===== src/rtl/mul_share_arbiter.sv =====
// rtl/mul_share_arbiter.sv - round-robin shared saturating multiplier with 2-stage result path
module mul_share_arbiter #(
  parameter int N       = 32,
  parameter int NREQ    = 2,
  parameter int SAT_MAX = 255
) (
  input  logic                      clk,
  input  logic                      rst,
  input  logic                      stall,
  input  logic [NREQ-1:0]           req_valid,
  output logic [NREQ-1:0]           req_ready,
  input  logic [NREQ*N-1:0]         req_rs,
  input  logic [NREQ*N-1:0]         req_rm,
  output logic                      rsp_valid,
  output logic [$clog2(NREQ)-1:0]   rsp_id,
  output logic [N-1:0]              rsp_result,
  output logic                      busy
);

  localparam int IW = $clog2(NREQ);
  localparam int SW = IW + 1;
  localparam int PW = 2 * N;
  localparam logic [PW-1:0] SAT_WIDE   = PW'(SAT_MAX);
  localparam logic [N-1:0]  SAT_NARROW = N'(SAT_MAX);

  // Round-robin pointer: first requester to consider on the next contest
  logic [IW-1:0] rr_ptr;

  // Stage 1: captured operands of the accepted request
  logic          s1_valid;
  logic [IW-1:0] s1_id;
  logic [N-1:0]  s1_rs;
  logic [N-1:0]  s1_rm;

  // Per-requester operand views of the flat buses
  logic [N-1:0]  rs_arr [NREQ];
  logic [N-1:0]  rm_arr [NREQ];

  // Grant scan results
  logic          gnt_found;
  logic [IW-1:0] gnt_id;
  logic [IW-1:0] ptr_next;
  logic [SW-1:0] scan_sum;
  logic [IW-1:0] scan_idx;

  // Full-width product so an N-bit wrap cannot slip under the clamp
  logic [PW-1:0] prod;
  logic [N-1:0]  sat_val;

  genvar gi;
  generate
    for (gi = 0; gi < NREQ; gi++) begin : g_unpack
      assign rs_arr[gi] = req_rs[gi*N +: N];
      assign rm_arr[gi] = req_rm[gi*N +: N];
    end
  endgenerate

  // Scan requesters from rr_ptr upward (wrapping) and grant the first valid one
  always_comb begin
    req_ready = '0;
    gnt_found = 1'b0;
    gnt_id    = '0;
    scan_sum  = '0;
    scan_idx  = '0;
    if (!rst && !stall) begin
      for (int k = 0; k < NREQ; k++) begin
        scan_sum = {1'b0, rr_ptr} + SW'(k);
        if (scan_sum >= SW'(NREQ)) begin
          scan_sum = scan_sum - SW'(NREQ);
        end
        scan_idx = scan_sum[IW-1:0];
        if (!gnt_found && req_valid[scan_idx]) begin
          gnt_found = 1'b1;
          gnt_id    = scan_idx;
        end
      end
      if (gnt_found) begin
        req_ready[gnt_id] = 1'b1;
      end
    end
  end

  // Pointer moves just past the winner so it goes to the back of the line
  always_comb begin
    ptr_next = rr_ptr;
    if (gnt_found) begin
      if (gnt_id == IW'(NREQ - 1)) begin
        ptr_next = '0;
      end else begin
        ptr_next = gnt_id + 1'b1;
      end
    end
  end

  assign prod    = {{N{1'b0}}, s1_rs} * {{N{1'b0}}, s1_rm};
  assign sat_val = (prod > SAT_WIDE) ? SAT_NARROW : prod[N-1:0];

  // Stage 1 capture and round-robin pointer update; stall freezes both
  always_ff @(posedge clk) begin
    if (rst) begin
      rr_ptr   <= '0;
      s1_valid <= 1'b0;
      s1_id    <= '0;
      s1_rs    <= '0;
      s1_rm    <= '0;
    end else if (!stall) begin
      s1_valid <= gnt_found;
      rr_ptr   <= ptr_next;
      if (gnt_found) begin
        s1_id <= gnt_id;
        s1_rs <= rs_arr[gnt_id];
        s1_rm <= rm_arr[gnt_id];
      end
    end
  end

  // Stage 2: register the saturated product; result holds when nothing new arrives
  always_ff @(posedge clk) begin
    if (rst) begin
      rsp_valid  <= 1'b0;
      rsp_id     <= '0;
      rsp_result <= '0;
    end else if (!stall) begin
      rsp_valid <= s1_valid;
      rsp_id    <= s1_id;
      if (s1_valid) begin
        rsp_result <= sat_val;
      end
    end
  end

  assign busy = s1_valid | rsp_valid;

endmodule


===== config.mk =====
export PLATFORM = sky130hd
export DESIGN_NAME = mul_share_arbiter
export DESIGN_NICKNAME = d
export VERILOG_FILES = /design/src/rtl/mul_share_arbiter.sv
export SDC_FILE = /design/constraint.sdc
export NUM_CORES = 2
export LEC_CHECK = 0
export ABC_AREA = 1
export BUFFER_PORTS_ARGS = -buffer_cell sky130_fd_sc_hd__buf_2
export CORE_ASPECT_RATIO = 1.1
export CORE_UTILIZATION = 45
export CTS_BUF_LIST = sky130_fd_sc_hd__clkbuf_4 sky130_fd_sc_hd__clkbuf_8
export DETAILED_ROUTE_END_ITERATION = 12
export GPL_ROUTABILITY_DRIVEN = 0
export PLACE_DENSITY = 0.66
export SYNTH_ARGS = -nofsm -noshare
export SYNTH_HDL_FRONTEND = slang
export SYNTH_SLANG_ARGS = --single-unit

===== constraint.sdc =====
create_clock -name clk -period 7.1 [get_ports clk]
set_clock_uncertainty 0.05 [all_clocks]
set_input_delay 0.355 -clock clk [delete_from_list [all_inputs] [get_ports clk]]
set_output_delay 0.355 -clock clk [all_outputs]
set_load 0.01 [all_outputs]

Word level (Yosys, flattened, before mapping)
Index checks and enable logic that the tools add are counted.
- flip-flop bits (word level): 101
- $lt $le $gt $ge: 8
- reduce and logical (&&, ||, !) cells: 8
- bitwise gates (word level): 3
- mux-type cells: 29
- add/subtract/negate cells: 4
- multiply operators: 1
- operators with widths (cell ; count):
    $mux 32 ; 7
    $gt 64x8->1 const B ; 1
    $mul 32x32->64 ; 1
    $mux 1 ; 19
    $lt 1x2->1 const B ; 3
    $ge 2x2->1 const B ; 2
    $mux 2 ; 2
    $reduce_and 2->1 ; 2
    $logic_and 1x1->1 ; 3
    $logic_not 1->1 ; 3
    $add 1x1->2 const B ; 1
    $ge 1x2->1 const B ; 1
    $not 1->2 ; 1
    $sub 1x1->1 const B ; 2
    $add 1x1->1 const B ; 1
    $demux 1 s1 ; 1
    $ge 1x1->1 const B ; 1
    $not 1->1 ; 1
    $or 1x1->1 ; 1

Logic depth before layout (Yosys ltp)
- word-level depth: 17
- gate-level depth with buffers: 39
- depth with buffers taken out: 37

Worst setup path after synthesis
Ideal clock, no wire load.
- path kind: reg2reg
- start: reg s1_rs[27]
- end: reg rsp_result[5]
- library setup time: 109 ps
- clock period less this slack: 6887 ps
- cell stages (with the launch flop): 35
- arrival time: 6728 ps
- path buffers: 2
- setup slack: 213 ps
- cell sequence: dfxtp_1 -> clkbuf_1 -> clkbuf_1 -> nand2_1 -> fa_1 -> inv_1 -> fa_1 -> fa_1 -> inv_1 -> fa_1 -> inv_1 -> fa_1 -> fa_1 -> fa_1 -> inv_1 -> fa_1 -> inv_1 -> ha_1 -> nand2_1 -> nor2_2 -> inv_2 -> nor3_2 -> nand2_1 -> nor3_2 -> nand2_1 -> nand2_1 -> nand2_1 -> nand2_1 -> nand2_1 -> nor2_2 -> nand3_2 -> nor2_4 -> nand3_1 -> nand2_1 -> inv_1
- longest elaborated chain between the ends: 3
- ends and longest elaborated chain (item ; RTL line ; source):
    from (decl) ; 32 ; logic [N-1:0] s1_rs;
    from (signal assigned) ; 111 ; s1_rs <= rs_arr[gnt_id];
    $mul 32x32->64 ; 95 ; assign prod = {{N{1'b0}}, s1_rs} * {{N{1'b0}}, s1_rm};
    $gt 64x8->1 ; 96 ; assign sat_val = (prod > SAT_WIDE) ? SAT_NARROW : prod[N-1:0];
    $mux 32 ; 96 ;
    to (signal assigned) ; 127 ; rsp_result <= sat_val;
    to (decl) ; 16 ; output logic [N-1:0] rsp_result,
Every way passes these cells.
A chain may end at the register's enable or synchronous reset.

Worst setup path after layout
- start: reg s1_rs[16]
- end: reg rsp_result[2]
The elaborated chain is that of the path after synthesis.

==> results <==
- The flow ran to the end, but the final reports show violations.
- The checks that failed: negative setup slack.
- Summing all multi-input logic gate instances after layout gives 0.03207 mm².
- The count of yosys warnings during synthesis is 0.
- The fraction of the yosys area taken by sequential cells is 0.05042.
- In this run the vertical extent of the chip is ~320 µm.
- Setup repair after global routing could not meet its margin everywhere.
- The clock net sink count is 101.
- The number of buffers added on ports is roughly 170.
- The slew at the pin with the worst max-slew slack is between 0.7 and 0.8 ns.
- The synthesized design contains slightly above 100 register bits.
- The number of global-route vias before repair is 36520.
- After synthesis, the cell types taking the most area are sky130_fd_sc_hd__fa_1 45%, sky130_fd_sc_hd__nand2_1 17%, sky130_fd_sc_hd__inv_1 16%.
- The endpoint of the worst-slack reg-to-reg timing path is rsp_result[2].
- After global routing the overflow that remains totals 0.
- Pin placement for this block handled 170 I/O pins.
- The buffers plus inverters on the worst setup path is 8.
- Leaving out fill and tap cells, the most frequent cells in the layout are 1755 x sky130_fd_sc_hd__nand2_1, 1641 x sky130_fd_sc_hd__inv_1, 840 x sky130_fd_sc_hd__fa_1.
- The minimum clock period after layout is around 7.3 ns.
- Counting buffers and inverters, the worst setup path is 32 cells deep.
- The kind of cell adding the most delay to the critical path is adder cells.
- The largest area contributor in the synthesized netlist is sky130_fd_sc_hd__fa_1.
- The average vias per placed instance is 4.904.
- After the first detailed-routing iteration, the DRC count stood at between 2000 and 2500.
- The post-detailed-route count of antenna-violating nets is 0.
- CTS built an H-tree with a depth of 3.
- The routed wire length is roughly 120000 µm.
- The post-synthesis net count is 6873.
- Once routing completed, OpenROAD measured the worst setup slack at -0.1641 ns.
- The synthesized area is approximately 0.04 mm².
- In the global route stage, overall resource usage came out at 0.2641.
- In this run the horizontal extent of the chip is about 290 µm.
- Timing would allow up to 0.1377 GHz.
- Of the cells placed in the final design, the portion with a size suffix greater than 1 is 0.1722.
- The filler cells instantiated in the layout total a little over 8000.
- Dividing the final minimum period by the clock period gives 1.023.
- TritonCTS created 9 clock buffers.
- The initial core utilization is 0.4557.
- The area of the core region is between 0.08 and 0.09 mm².
- Among all stages on the critical path, the largest delay is contributed by sky130_fd_sc_hd__fa_2.
- Setup violations remaining at the end of the flow were counted as 8.
- TritonCTS built the clock tree.
- After clock tree synthesis, the clock-pin slew on the worst setup and hold paths is between 0.15 and 0.2 ns.
- In this run the worst setup path terminates at rsp_result[2].
- The worst-case IR drop observed on VDD is 129.6 µV.
- Summing all flip-flop and latch instances after layout gives roughly 0.0021 mm².
- STA classifies the critical path endpoint as a flop.
- For the worst flop-to-flop path, the logic depth is 32.
- Data on the critical path is required at its endpoint by around 7.4 ns.
- The critical path in this run is classified as flop to flop.
- The initial antenna violation count is 1.
- The arrival time of data at the critical path endpoint is 7.58 ns.
- After synthesis, the netlist uses 33 different library cells.
- The tightest slew margin relative to the limit is 0.5133.
- The start of the worst register-to-register path is s1_rs[16].
- The final-stage net count is 7199.
- After routing the design area is 0.04757 mm².
- Hold timing on the final database bottoms out at a slack of approximately 0.095 ns.
- The largest single stage delay on the critical path is 0.63 ns.
- Synthesis produced a netlist whose cell count is between 5000 and 6000.
- The total power per unit cell area is around 66 mW/mm².
- The floorplan step defined a die boundary enclosing 0.09032 mm².
- In this run the worst path has a maximum fanout of 8.
- After detailed routing, the number of remaining DRC violations is 0.
- The count of TritonRoute iterations in the first routing pass is 6.
- In this run the worst setup path begins at s1_rs[16].
- Relative to the synthesized area, the layout overhead comes to 18.63%.
- Summing over every cut layer, the via total after detailed routing is about 35000.
- The leading cell type in the layout, fill and taps excluded is sky130_fd_sc_hd__nand2_1.
- The register-to-register path setup slack is -0.16 ns.
- Summed over all cells, the static leakage comes to ~29 nW.
- The initialized floorplan defines roughly 110 standard-cell rows.
- The class of the tightest hold or removal check is input port to flop.
- The post-DP HPWL is 96850 µm.
- Across the run, the number of max-cap violations was 0.
- The wire length of the first global-routing pass is ~190000 µm.
- The clock root buffer is sky130_fd_sc_hd__clkbuf_8.
- The synthesized area per cell is slightly above 7 µm².
- Dividing the detail-routed wire length by the instance count gives roughly 16 µm.
- The pin count of the biggest net entering global routing is 55.
- The final-report hold violation count is 0.
- The area after detailed placement is between 0.04 and 0.05 mm².
- In this run the deepest clock path goes through 2 buffers.
- The worst setup path is launched from a flop.
- The number of pins with negative max-slew slack in the final report was 0.
- The share of synthesized area in the top cell type comes to 0.4473.
- For the worst-skew pair, the clock arrives at the later sink with an insertion delay of 0.47 ns.
[timing repair]
action | 4_1_cts | 5_1_grt
cloned | 4 | 5
hold endpoints to repair | 0 | 0
gates resized for setup | 281 | 185
endpoints found under the setup margin | 8 | 8
hold buffers | 0 | 0
pin swaps | 114 | 126
setup buffers | 22 | 17
[metrics by stage]
stage                     TNS, ns  setup WS [ns]  std cells  power [mW]  utilization
after floorplan                 0         0.2126       5581       1.590            -
after global placement     -3.444        -0.4380       7009       2.368       0.5126
after detailed placement   -3.418        -0.4331       7009       2.373       0.5126
after CTS                 -0.3132       -0.04871       7051       3.056       0.5311
after global routing       -2.668        -0.3780       7073       3.354       0.5405
final                      -1.173        -0.1641       7073       3.151       0.5405
[worst min path at each step]
| stage | start | to | slack, ns | depth (start not counted) |
|---|---|---|---|---|
| 2_1_floorplan | s1_id | s1_id | 0.39 | 2 |
| 3_3_place_gp | rsp_result[30] | rsp_result[30] | 0.37 | 2 |
| 3_5_place_dp | rsp_result[28] | rsp_result[28] | 0.37 | 2 |
| 4_1_cts | req_rm[0] | s1_rm[0] | 0.08 | 5 |
| 5_1_grt | req_rm[0] | s1_rm[0] | 0.11 | 5 |
| 6_report | req_rm[0] | s1_rm[0] | 0.1 | 5 |
[report_power, final]
group	internal, mW	switching, mW	total [mW]
Combinational	0.896	1.19	2.08
Sequential	0.592	0.0309	0.623
Clock	0.147	0.299	0.446
Total	1.64	1.52	3.15
[registers in the layout, summed over array words and instances (netlist names)]
signal	cells
rsp_result	32
s1_rm	32
s1_rs	32
rr_ptr	1
rsp_id	1
rsp_valid	1
s1_id	1
s1_valid	1
[cell families after synthesis]
family,synth area share
AO/OA/AOI/OAI,0.01254
XOR/XNOR,0.002184
adder cells (fa/ha/maj),0.5293
buffers and inverters,0.1850
flip-flops,0.05042
AND/OR/NAND/NOR,0.2206
[tightest hold or removal path, cell delays in order]
cell and delay, ns:
sky130_fd_sc_hd__buf_2 0.07, sky130_fd_sc_hd__nand2_1 0.04, sky130_fd_sc_hd__nand3_1 0.05, sky130_fd_sc_hd__nand2_1 0.04, sky130_fd_sc_hd__inv_1 0.04
[synthesized netlist by cell type]
master and instances:
sky130_fd_sc_hd__nand2_1 1855, sky130_fd_sc_hd__inv_1 1677, sky130_fd_sc_hd__fa_1 896, sky130_fd_sc_hd__clkbuf_1 276, sky130_fd_sc_hd__ha_1 263, sky130_fd_sc_hd__nor2_1 173, sky130_fd_sc_hd__nand3_1 131, sky130_fd_sc_hd__dfxtp_1 101
sky130_fd_sc_hd__a21oi_1 63, sky130_fd_sc_hd__o21ai_0 20, sky130_fd_sc_hd__nand4_1 17, sky130_fd_sc_hd__nor2_2 16, sky130_fd_sc_hd__nand3b_1 14, sky130_fd_sc_hd__buf_1 13, sky130_fd_sc_hd__inv_2 10, sky130_fd_sc_hd__nand2_2 6
sky130_fd_sc_hd__xnor2_1 6, sky130_fd_sc_hd__nand3_2 5, sky130_fd_sc_hd__o21ai_1 5, sky130_fd_sc_hd__nor2_4 4, sky130_fd_sc_hd__nor3_1 4, sky130_fd_sc_hd__nor3_2 4, sky130_fd_sc_hd__o21bai_1 4, sky130_fd_sc_hd__xor2_1 4
sky130_fd_sc_hd__nor4_1 3, sky130_fd_sc_hd__a21oi_2 2, sky130_fd_sc_hd__and2_1 2, sky130_fd_sc_hd__nand3b_2 2, sky130_fd_sc_hd__a211oi_1 1, sky130_fd_sc_hd__a21o_1 1, sky130_fd_sc_hd__and3_1 1, sky130_fd_sc_hd__nand2b_1 1
sky130_fd_sc_hd__or2_2 1
[metal layers]
layer	part of all wire	global-route usage	up-vias	routed length [µm]
met5	0	0	-	0
met4	0.042	0.09954	0	4931
met2	0.50	0.4663	1153	58060
met1	0.40	0.3322	17220	46460
met3	0.058	0.02706	271	6718
li1	-	-	16050	-
[layout make-up]
class | count | area share
clock buffers | 9 | 0.002604
well taps | 1160 | 0.03051
diodes | 1 | 0.00005260
flip-flops and latches | 101 | 0.04400
repair buffers | 604 | 0.1136
multi-input cells | 3504 | 0.6741
inverters | 1687 | 0.1331
clock inverters | 7 | 0.002025
No activity file was read; power rests on OpenSTA's default activity.
